$ cat src/rtl/mii_reg_mirror.sv
// Shadow of the 32x16 PHY register space fed by the MDIO sweep engine.
// Tracks change flags, sweep count, link status and link drops, and serves a host read port.
module mii_reg_mirror #(
  parameter logic [4:0] LINK_REG = 5'd1,
  parameter int         LINK_BIT = 2
) (
  input  logic        clk,
  input  logic        rst,
  input  logic        strobe,
  input  logic [4:0]  addr,
  input  logic [15:0] data,
  input  logic        host_rd,
  input  logic [4:0]  host_addr,
  input  logic        host_clr,
  output logic [15:0] host_data,
  output logic        host_valid,
  output logic [31:0] changed,
  output logic        all_valid,
  output logic [15:0] sweep_count,
  output logic        link_up,
  output logic [7:0]  link_drop_cnt
);

  logic [15:0] mem [32];
  logic [31:0] valid;
  logic [31:0] addr_dec;
  logic [15:0] old_word;
  logic        hit_change;
  logic        link_bit;
  logic        is_link_strobe;
  logic        is_sweep_end;

  assign addr_dec       = 32'd1 << addr;
  assign old_word       = mem[addr];
  assign hit_change     = strobe && valid[addr] && (data != old_word);
  assign link_bit       = data[LINK_BIT];
  assign is_link_strobe = strobe && (addr == LINK_REG);
  assign is_sweep_end   = strobe && (addr == 5'd31);

  // Storage itself is not reset; valid bits gate every observable use of it.
  always_ff @(posedge clk) begin
    if (strobe) mem[addr] <= data;
  end

  always_ff @(posedge clk or posedge rst) begin
    if (rst) begin
      valid         <= '0;
      changed       <= '0;
      all_valid     <= 1'b0;
      sweep_count   <= '0;
      link_up       <= 1'b0;
      link_drop_cnt <= '0;
      host_data     <= '0;
      host_valid    <= 1'b0;
    end else begin
      if (strobe) valid <= valid | addr_dec;

      // A change detected in the same cycle as host_clr survives the clear.
      changed <= (host_clr ? 32'd0 : changed) | (hit_change ? addr_dec : 32'd0);

      all_valid <= &valid;

      if (is_sweep_end) sweep_count <= sweep_count + 16'd1;

      if (is_link_strobe) begin
        link_up <= link_bit;
        if (link_up && !link_bit && (link_drop_cnt != 8'hFF))
          link_drop_cnt <= link_drop_cnt + 8'd1;
      end

      // Reads use pre-write state, so a same-cycle strobe is not visible yet.
      host_valid <= host_rd;
      if (host_rd) host_data <= valid[host_addr] ? mem[host_addr] : 16'h0000;
    end
  end

endmodule

$ cat config.mk
export PLATFORM = sky130hd
export DESIGN_NAME = mii_reg_mirror
export DESIGN_NICKNAME = d
export VERILOG_FILES = /design/src/rtl/mii_reg_mirror.sv
export SDC_FILE = /design/constraint.sdc
export NUM_CORES = 1
export LEC_CHECK = 0
export ABC_AREA = 1
export BUFFER_PORTS_ARGS = -buffer_cell sky130_fd_sc_hd__buf_2
export CAP_MARGIN = 15
export CORE_UTILIZATION = 50
export DETAILED_ROUTE_END_ITERATION = 10
export PLACE_DENSITY = 0.66
export SKIP_LAST_GASP = 1
export SYNTH_ARGS = -nofsm -noshare
export SYNTH_HDL_FRONTEND = slang
export SYNTH_SLANG_ARGS = --single-unit
$ cat constraint.sdc
create_clock -name clk -period 7.4 [get_ports clk]
set_input_delay 1.48 -clock clk [delete_from_list [all_inputs] [get_ports clk]]
set_output_delay 1.48 -clock clk [all_outputs]
set_load 0.01 [all_outputs]
After elaboration in Yosys (flattened, before gate mapping) --
Memories as Yosys holds them, arrays and structs flattened. Cells that the tools add are included.
Cells by class: eq/ne operators 4, multipliers 0, shift operators 1, order comparisons 2, bitwise operators 2, div/mod/pow operators 0, mux-type cells 9, reduce and logical (&&, ||, !) cells 9, add/subtract/negate cells 2
Operators by type and width (number):
- two-way mux 32 bit | 2
- OR 32 bit | 2
- AND reduction 32 bit | 1
- << shifter 1 x 5 -> 32 bit (first input constant) | 1
- adder 16 x 1 -> 16 bit (second input constant) | 1
- two-way mux 16 bit | 1
- != test 16 bit | 1
- < comparator 5 x 6 -> 1 bit (second input constant) | 2
- binary-select mux 1 bit (select 5 bit) | 2
- adder 8 x 1 -> 8 bit (second input constant) | 1
- != test 8 bit (second input constant) | 1
- logical AND 1 bit | 6
- equality test 5 x 1 -> 1 bit (second input constant) | 1
- equality test 5 bit (second input constant) | 1
- two-way mux 1 bit | 4
- AND reduction 2 bit | 1
- logical NOT 1 bit | 1
Word-level totals: register bits after elaboration 107, input bits 31, RAM bits 512, ROM bits 0, memories kept 1, bits in latches 0
Memory list:
- mem | words 32, width 16, rd ports 2, clocked after Yosys merged registers in 0, write ports 1, RTL line 24 | logic [15:0] mem [32];

Longest topological paths before layout --
Gate-level depths: netlist of the first run.
depth in word-level cells 6, gate-level depth with buffers 21, mapped depth without buffers 17

Worst setup path after synthesis of the first run --
OpenSTA, ideal clock, no wires.
kind input-to-reg, start input port addr[4], end memory mem[18][0] (enable), arrival 3.232 ns, data required time 7.012 ns, library setup time 0.388 ns, stages 8, buffers on the path 2, slack 3.780 ns, cells stage by stage buf_2 -> inv_2 -> nor3_2 -> buf_2 -> inv_1 -> nor2_1 -> inv_1 -> nor2_1
RTL lines:
- from (decl) | RTL line 10 | input logic [4:0] addr,
- to (decl) | RTL line 24
No word-level cell before the write port.

Final worst setup path of the first run --
start input port addr[0], end register changed[29]
On the way: word-level cells in the longest chain between the ends 6
RTL lines:
- parallel branches: the longest is 4 deep, another holds memory read (32 x 16 bit)
- two-way mux 32 bit (*) | RTL line 59 | changed <= (host_clr ? 32'd0 : changed) | (hit_change ? addr_dec : 32'd0);
- OR 32 bit (*) | RTL line 59
- to (signal assigned) | RTL line 59
- to (decl) | RTL line 17 | output logic [31:0] changed,
Mark *: on every way between the ends. The select of a mux whose other input is x is not followed. A chain may end at the register's enable or synchronous reset.

==> impl_results.md, run 1 <==
* Setup CP Type: in2reg
* Fill cells at 5,459
* Synth Area in Compound Gates at 0.142
* Clk pwr share at 0.421
* Relative slew margins at 0.173
* VDD IR-drop max at 0.000186 V
* Worst hold path type: reg2reg
* Adder-cell share of the synthesized area at 0.000807
* Setup TNS at 0 ns
* Post-Synth Simple-Gate Area at 0.196
* Xor/xnor cell area share of the yosys netlist at 0.00565
* Sequential element share of the synthesized area at 0.582
* GRT overflow at 0
* Worst skew pair latency at 0.62 ns
* Net count, final at 3,563
* Share of the synthesized area in the top cell type at 0.496
* Syn-to-layout area delta at 10.4%
* Post-CTS Setup Bufs at 0
* Core outline area at 60,800 um^2
* Hold_buf cts at 0
* Synth Instances at 3,545
* Fin. Hold Viols at 0
* Crit path cell chain: buf_8, inv_4, nand2_2, o22ai_1, o21ai_0, nand4_1, nor2_1, a31oi_2, buf_4, nand3_1, nand2_1
* Largest family of logic cells by synthesized area: simple AND/OR/NAND/NOR gates
* Post-synthesis async set-or-reset flop share at 0.173
* DR WL/cell at 23.1 um
* Net Switching at 2.02 mW
* GPL Wtd Cong at 0.883
* Initial antenna violation count at 6
* Clock transition at path regs at 0.06 ns
* Crit-path max cell delay at 0.74 ns
* Die X at 251 um
* Via-to-Cell Ratio at 5.92
* H-tree Lvls at 3
* Die area at 63,000 um^2
* Syn. warnings at 0
* Largest net degree at the start of global routing at 264
* Synth Net Count at 3,578
* Resized cells post-CTS at 0
* Share of cells above drive strength 1 at 0.0858
* Clk root buf: clkbuf_16
* Mapped cell area at 31,000 um^2
* Main synth FF type: edfxtp_1
* Combinational power share at 0.095
* Worst-margin pin slew at 1.24 ns
* CP Capture Type: flop
* Sequential share of power at 0.484
* Area used by multi-input combinational logic at 10,900 um^2
* PD cells at 233 nW/um^2
* Leak at 14.3 nW
* Area contributors post-synth: edfxtp_1, nand2_1, dfrtp_1
* RSZ-0062 raised after global routing: no
* DR vias at 25,800
* CP required at 7.94 ns
* Initial Util at 0.510
* DRC at 0
* ANT nets after route at 0
* Setup Viol. Count Final at 0
* Clock skew at 0.0223 ns
* Synth top cells by count: nand2_1, o21ai_0, edfxtp_1
* Global-route wire length before repair at 150 mm
* Crit Path Max Fanout at 87
* Reg area at 18,100 um^2
* Clock Path Buffers at 3
* CP arrival at 4.93 ns
* Internal power at 5.97 mW
* Final WL at 101 mm
* Final worst path period share at 0.594
* Post-synth EDFFs at 512
* DP HPWL at 55.0 mm
* Sw frac at 0.253
* Crit path buf inv count at 3
* Min Tclk post-route at 4.39 ns
* Height of the die at 251 um
* Drt initial violations at 3,430
* Clock sink count at 619
* Top delay family on crit path: buffers and inverters
* Vias in the first global route at 23,900
* Startpoint types: input port
* Synthesized area per cell at 8.74 um^2
* Drt pass-1 iters at 8
* TritonCTS clock tree: done
* Status: finished clean
* Fraction of synthesized area in multiplexers at 0
* Std cell rows at 90
* Maxcap violations at 0
* Yosys reg bits at 619
* Count of cell types in the netlist at 37
* Final Total Pwr at 7.99 mW
* Most common cell in the netlist: nand2_1
* Critical-path top delay cell: inv_4
* Inserted Clock Buffers at 69
* I/O Pins at 106
* Port-buffer cells at 105
* GRT Overall Usage at 0.321
* Fmax at 228 MHz
* Fin. max-slew vios at 0
* Area leader, netlist: edfxtp_1
==> path summary, 6_finish.rpt <==
path,start,endpoint,slack [ns],depth (start not counted)
worst max register to register,valid[7],host_data[14],4.55,9
max in group asynchronous,rst,host_data[7],5.13,3
min in group asynchronous,rst,all_valid,1.04,2
worst min register to register,sweep_count[15],sweep_count[15],0.47,1
worst min-delay path,sweep_count[15],sweep_count[15],0.47,1
worst max-delay path,addr[0],changed[29],3.01,11
==> sequential cells by signal (all words and copies together) (netlist names) <==
name	count
link_up	1
host_data	16
valid	32
changed	32
mem	512
all_valid	1
link_drop_cnt	8
host_valid	1
sweep_count	16
==> metal layers <==
metal  share of wire  global-route usage  up-vias
met3            0.12              0.0590      241
met2            0.44               0.484     1559
met1            0.40               0.454    12100
met4           0.044               0.145        2
li1                -                   -    11900
met5         0.00013                   0        -
==> cells by family after synthesis <==
family | count (synthesis)
AOI/OAI and AO/OA | 843
buffers and inverters | 551
and+or+nand+nor | 1510
xor gates and xnor gates | 20
adders and majority gates | 2
DFF | 619
==> layout by cell type, fill, tap and decap left out, drive strengths merged <==
master	count
o22ai	18
nor4b	1
o21ai	532
o221ai	21
buf	143
xnor2	6
nor4	8
ha	2
a21oi	241
o211ai	28
a31oi	1
edfxtp	512
nor3b	1
xor2	14
nor3	10
a21o	1
and3	1
diode	1
clkinv	32
inv	321
nand2	1080
dfrtp	107
nor2	197
clkbuf	86
nand3	206
bufinv	4
a41oi	1
nand4	6
==> per-stage QoR <==
stage	instance area, um^2	utilization	hold slack [ns]	instances	worst slack, ns
finish	34200	0.563	0.470	4363	3.01
global route	34200	0.563	0.489	4363	2.82
CTS	34200	0.563	0.469	4362	3.15
detailed placement	32100	0.527	0.460	4241	2.50
global placement	32100	0.527	0.451	4241	2.57
floorplan	31000	-	0.442	3545	3.10
==> cell type report <==
cell class	count	share of cell area
Clock inverter	35	0.00790
Tap cell	782	0.0286
Antenna cell	1	0.0000731
Multi-Input combinational cell	2375	0.319
Inverter	322	0.0359
Timing Repair Buffer	143	0.0255
Sequential cell	619	0.528
Clock buffer	86	0.0551
==> power by group through the flow <==
| stage | Sequential (mW) | Combinational [mW] | Clock [mW] |
|---|---|---|---|
| 6_report | 3.86 | 0.758 | 3.37 |
| 5_1_grt | 3.87 | 0.827 | 3.50 |
| 4_1_cts | 3.86 | 0.743 | 3.38 |
| 3_5_place_dp | 3.93 | 0.741 | 0 |
| 3_3_place_gp | 3.93 | 0.733 | 0 |
| 2_1_floorplan | 3.94 | 0.451 | 0 |
==> worst reg2reg max path, cell delays in order, from the launching register on <==
cell	delay [ns]
dfrtp_1	0.32
inv_1	0.06
o21ai_0	0.14
a21oi_1	0.06
o21ai_0	0.21
nand3_1	0.12
nand3_1	0.18
and3_1	0.90
o21ai_0	0.57
o21ai_0	0.20
Power figures use the tool's default switching activity.
==> run 2: changes to the inputs <==
--- a/config.mk
+++ b/config.mk
@@ -10,7 +10,7 @@
 export CAP_MARGIN = 15
 export CORE_UTILIZATION = 50
 export DETAILED_ROUTE_END_ITERATION = 10
-export PLACE_DENSITY = 0.66
+export PLACE_DENSITY = 0.69
 export SKIP_LAST_GASP = 1
 export SYNTH_ARGS = -nofsm -noshare
 export SYNTH_HDL_FRONTEND = slang
==> constraint.sdc (replaced) <==
create_clock -name clk -period 3.68 [get_ports clk]
set_input_delay 0.736 -clock clk [delete_from_list [all_inputs] [get_ports clk]]
set_output_delay 0.736 -clock clk [all_outputs]
set_load 0.01 [all_outputs]
==> run 2 against run 1 <==
- register-to-register slack lost 3.3 ns
- highest routed layer unchanged
- critical path type unchanged
- sequential power increased by 100%
- hold slack worse by 0.21 ns
- via count increased by 0.98%
- power grew 100%
- global-route usage decreased by 0.29 points
- largest power group unchanged
- combinational power is 110% higher
==> impl_results.md, run 2 (same netlist as run 1, synthesis figures left out) <==
* Util after Layout at 0.572 (was 0.563)
* Post-CTS Setup Bufs at 0 (unchanged)
* Setup TNS at 0 ns (unchanged)
* Worst Hold Slack at 0.258 ns (was 0.470 ns)
* PD cells at 463 nW/um^2 (was 233 nW/um^2)
* Fmax at 370 MHz
* Maxcap violations at 0 (unchanged)
* Worst hold path type: in2async (was reg2reg)
* Inserted Clock Buffers at 68 (was 69)
* Relative slew margins at 0.345 (was 0.173)
* Height of the die at 251 um (unchanged)
* Via-to-Cell Ratio at 5.89 (was 5.92)
* Final Total Pwr at 16.1 mW (was 7.99 mW)
* CP arrival at 3.21 ns (was 4.93 ns)
* CP required at 4.18 ns (was 7.94 ns)
* Biggest register: mem (unchanged)
* Clock sink count at 619 (unchanged)
* Final worst path period share at 0.735
* Setup Viol. Count Final at 0 (unchanged)
* Initial Util at 0.510 (unchanged)
* Placement Setup Slack at 0.402 ns (was 2.50 ns)
* Initial antenna violation count at 3 (was 6)
* Syn-to-layout area delta at 12.1% (was 10.4%)
* Worst setup margin at 0.974 ns (was 3.01 ns)
* ANT nets after route at 0 (unchanged)
* Largest net degree at the start of global routing at 188 (was 264)
* Die X at 251 um (unchanged)
* TritonCTS clock tree: done (unchanged)
* Std cell rows at 90 (unchanged)
* Leak at 14.7 nW (was 14.3 nW)
* Commonest non-fill, non-tap cell in the layout: nand2_1 (unchanged)
* Share of cells above drive strength 1 at 0.0993 (was 0.0858)
* Clock transition at path regs at 0.06 ns (about the same)
* RSZ-0062 raised after global routing: no (unchanged)
* GRT Overall Usage at 0.318 (was 0.321)
* Port-buffer cells at 105 (unchanged)
* Core outline area at 60,800 um^2 (unchanged)
* Vias in the first global route at 24,200 (was 23,900)
* DR vias at 26,100 (was 25,800)
* Fin. max-slew vios at 0 (unchanged)
* CP Capture Type: flop (unchanged)
* Worst skew pair latency at 0.62 ns (about the same)
* Fin. Hold Viols at 0 (unchanged)
* Net count, final at 3,623 (was 3,563)
* Min Tclk post-route at 2.71 ns
* Clock Path Buffers at 3 (unchanged)
* Max reg flops at 512 (unchanged)
* Crit Path Max Fanout at 32 (was 87)
* H-tree Lvls at 3 (unchanged)
* Hold_buf cts at 0 (unchanged)
* GPL Wtd Cong at 0.861 (was 0.883)
* Status: finished clean (unchanged)
* Startpoint types: input port (unchanged)
* Drt pass-1 iters at 6 (was 8)
* Clock skew at 0.0178 ns (was 0.0223 ns)
* Resized cells post-CTS at 0 (unchanged)
* I/O Pins at 106 (unchanged)
* Regs by FF count: mem: 512 flops, changed: 32 flops, valid: 32 flops (unchanged)
* VDD IR-drop max at 0.000355 V (was 0.000186 V)
* GRT overflow at 0 (unchanged)
* DP HPWL at 56.3 mm (was 55.0 mm)
* Setup CP Type: in2reg (unchanged)
* Drt initial violations at 3,541 (was 3,430)
* Fill cells at 5,251 (was 5,459)
* Ant. Diodes at 0 (was 1)
* DR WL/cell at 22.6 um (was 23.1 um)
* DRC at 0 (unchanged)
* Final WL at 100 mm (was 101 mm)
* Global-route wire length before repair at 150 mm (about the same)
* Most frequent cells in the layout: nand2_1, o21ai_0, edfxtp_1 (unchanged)
* Clk root buf: clkbuf_16 (unchanged)
* Worst-margin pin slew at 0.981 ns (was 1.24 ns)
* Die area at 63,000 um^2 (unchanged)
## run 2: cell type report
cell class / count / area, um^2 / share of cell area
inverter: 322 / 1230 / 0.0353
clock buffer: 96 / 1880 / 0.0541
multi-input combinational: 2375 / 10800 / 0.310
sequential: 619 / 18100 / 0.519
clock inverter: 28 / 284 / 0.00817
timing repair buffer: 204 / 1540 / 0.0444
tap: 782 / 978 / 0.0282
## run 2: critical path, stage by stage
cell and delay, ns:
buf_2 0.25, inv_2 0.12, nor3_4 0.16, buf_4 0.43, nand2_1 0.12, nand2_1 0.14
nor2_1 0.07, nand3_1 0.06, nand2_1 0.06, nor2_1 0.24, nand2_1 0.12, nor2_1 0.15
nand2_2 0.09, buf_4 0.25, nand3_1 0.12, nand2_1 0.05
## run 2: where the power goes
group | switching [mW] | total, mW | internal (mW)
Clock | 2.82 | 6.75 | 3.93
Combinational | 1.13 | 1.57 | 0.434
Sequential | 0.0546 | 7.77 | 7.71
Total | 4.01 | 16.1 | 12.1
## run 2: stage by stage
stage / area, um^2 / std cells
3_3_place_gp: 32600 / 4302
4_1_cts: 34800 / 4426
6_report: 34800 / 4426
2_1_floorplan: 31000 / 3545
5_1_grt: 34800 / 4426
3_5_place_dp: 32600 / 4302
## run 2: routing by layer
metal	GRT usage	part of all wire
met4	0.149	0.047
met3	0.0618	0.11
met2	0.484	0.44
met5	0	0.00042
met1	0.442	0.39
## run 2: path summary, 6_finish.rpt
| check | start | cells past startpoint | end | slack [ns] |
|---|---|---|---|---|
| max in group asynchronous | rst | 3 | changed[17] | 2.55 |
| setup / recovery | addr[2] | 16 | changed[3] | 0.97 |
| hold / removal | rst | 2 | sweep_count[11] | 0.26 |
| setup reg to reg | valid[7] | 11 | host_data[11] | 1.28 |
| hold reg to reg | sweep_count[15] | 1 | sweep_count[15] | 0.47 |
| min in group clk | data[5] | 1 | mem[13][5] | 0.44 |
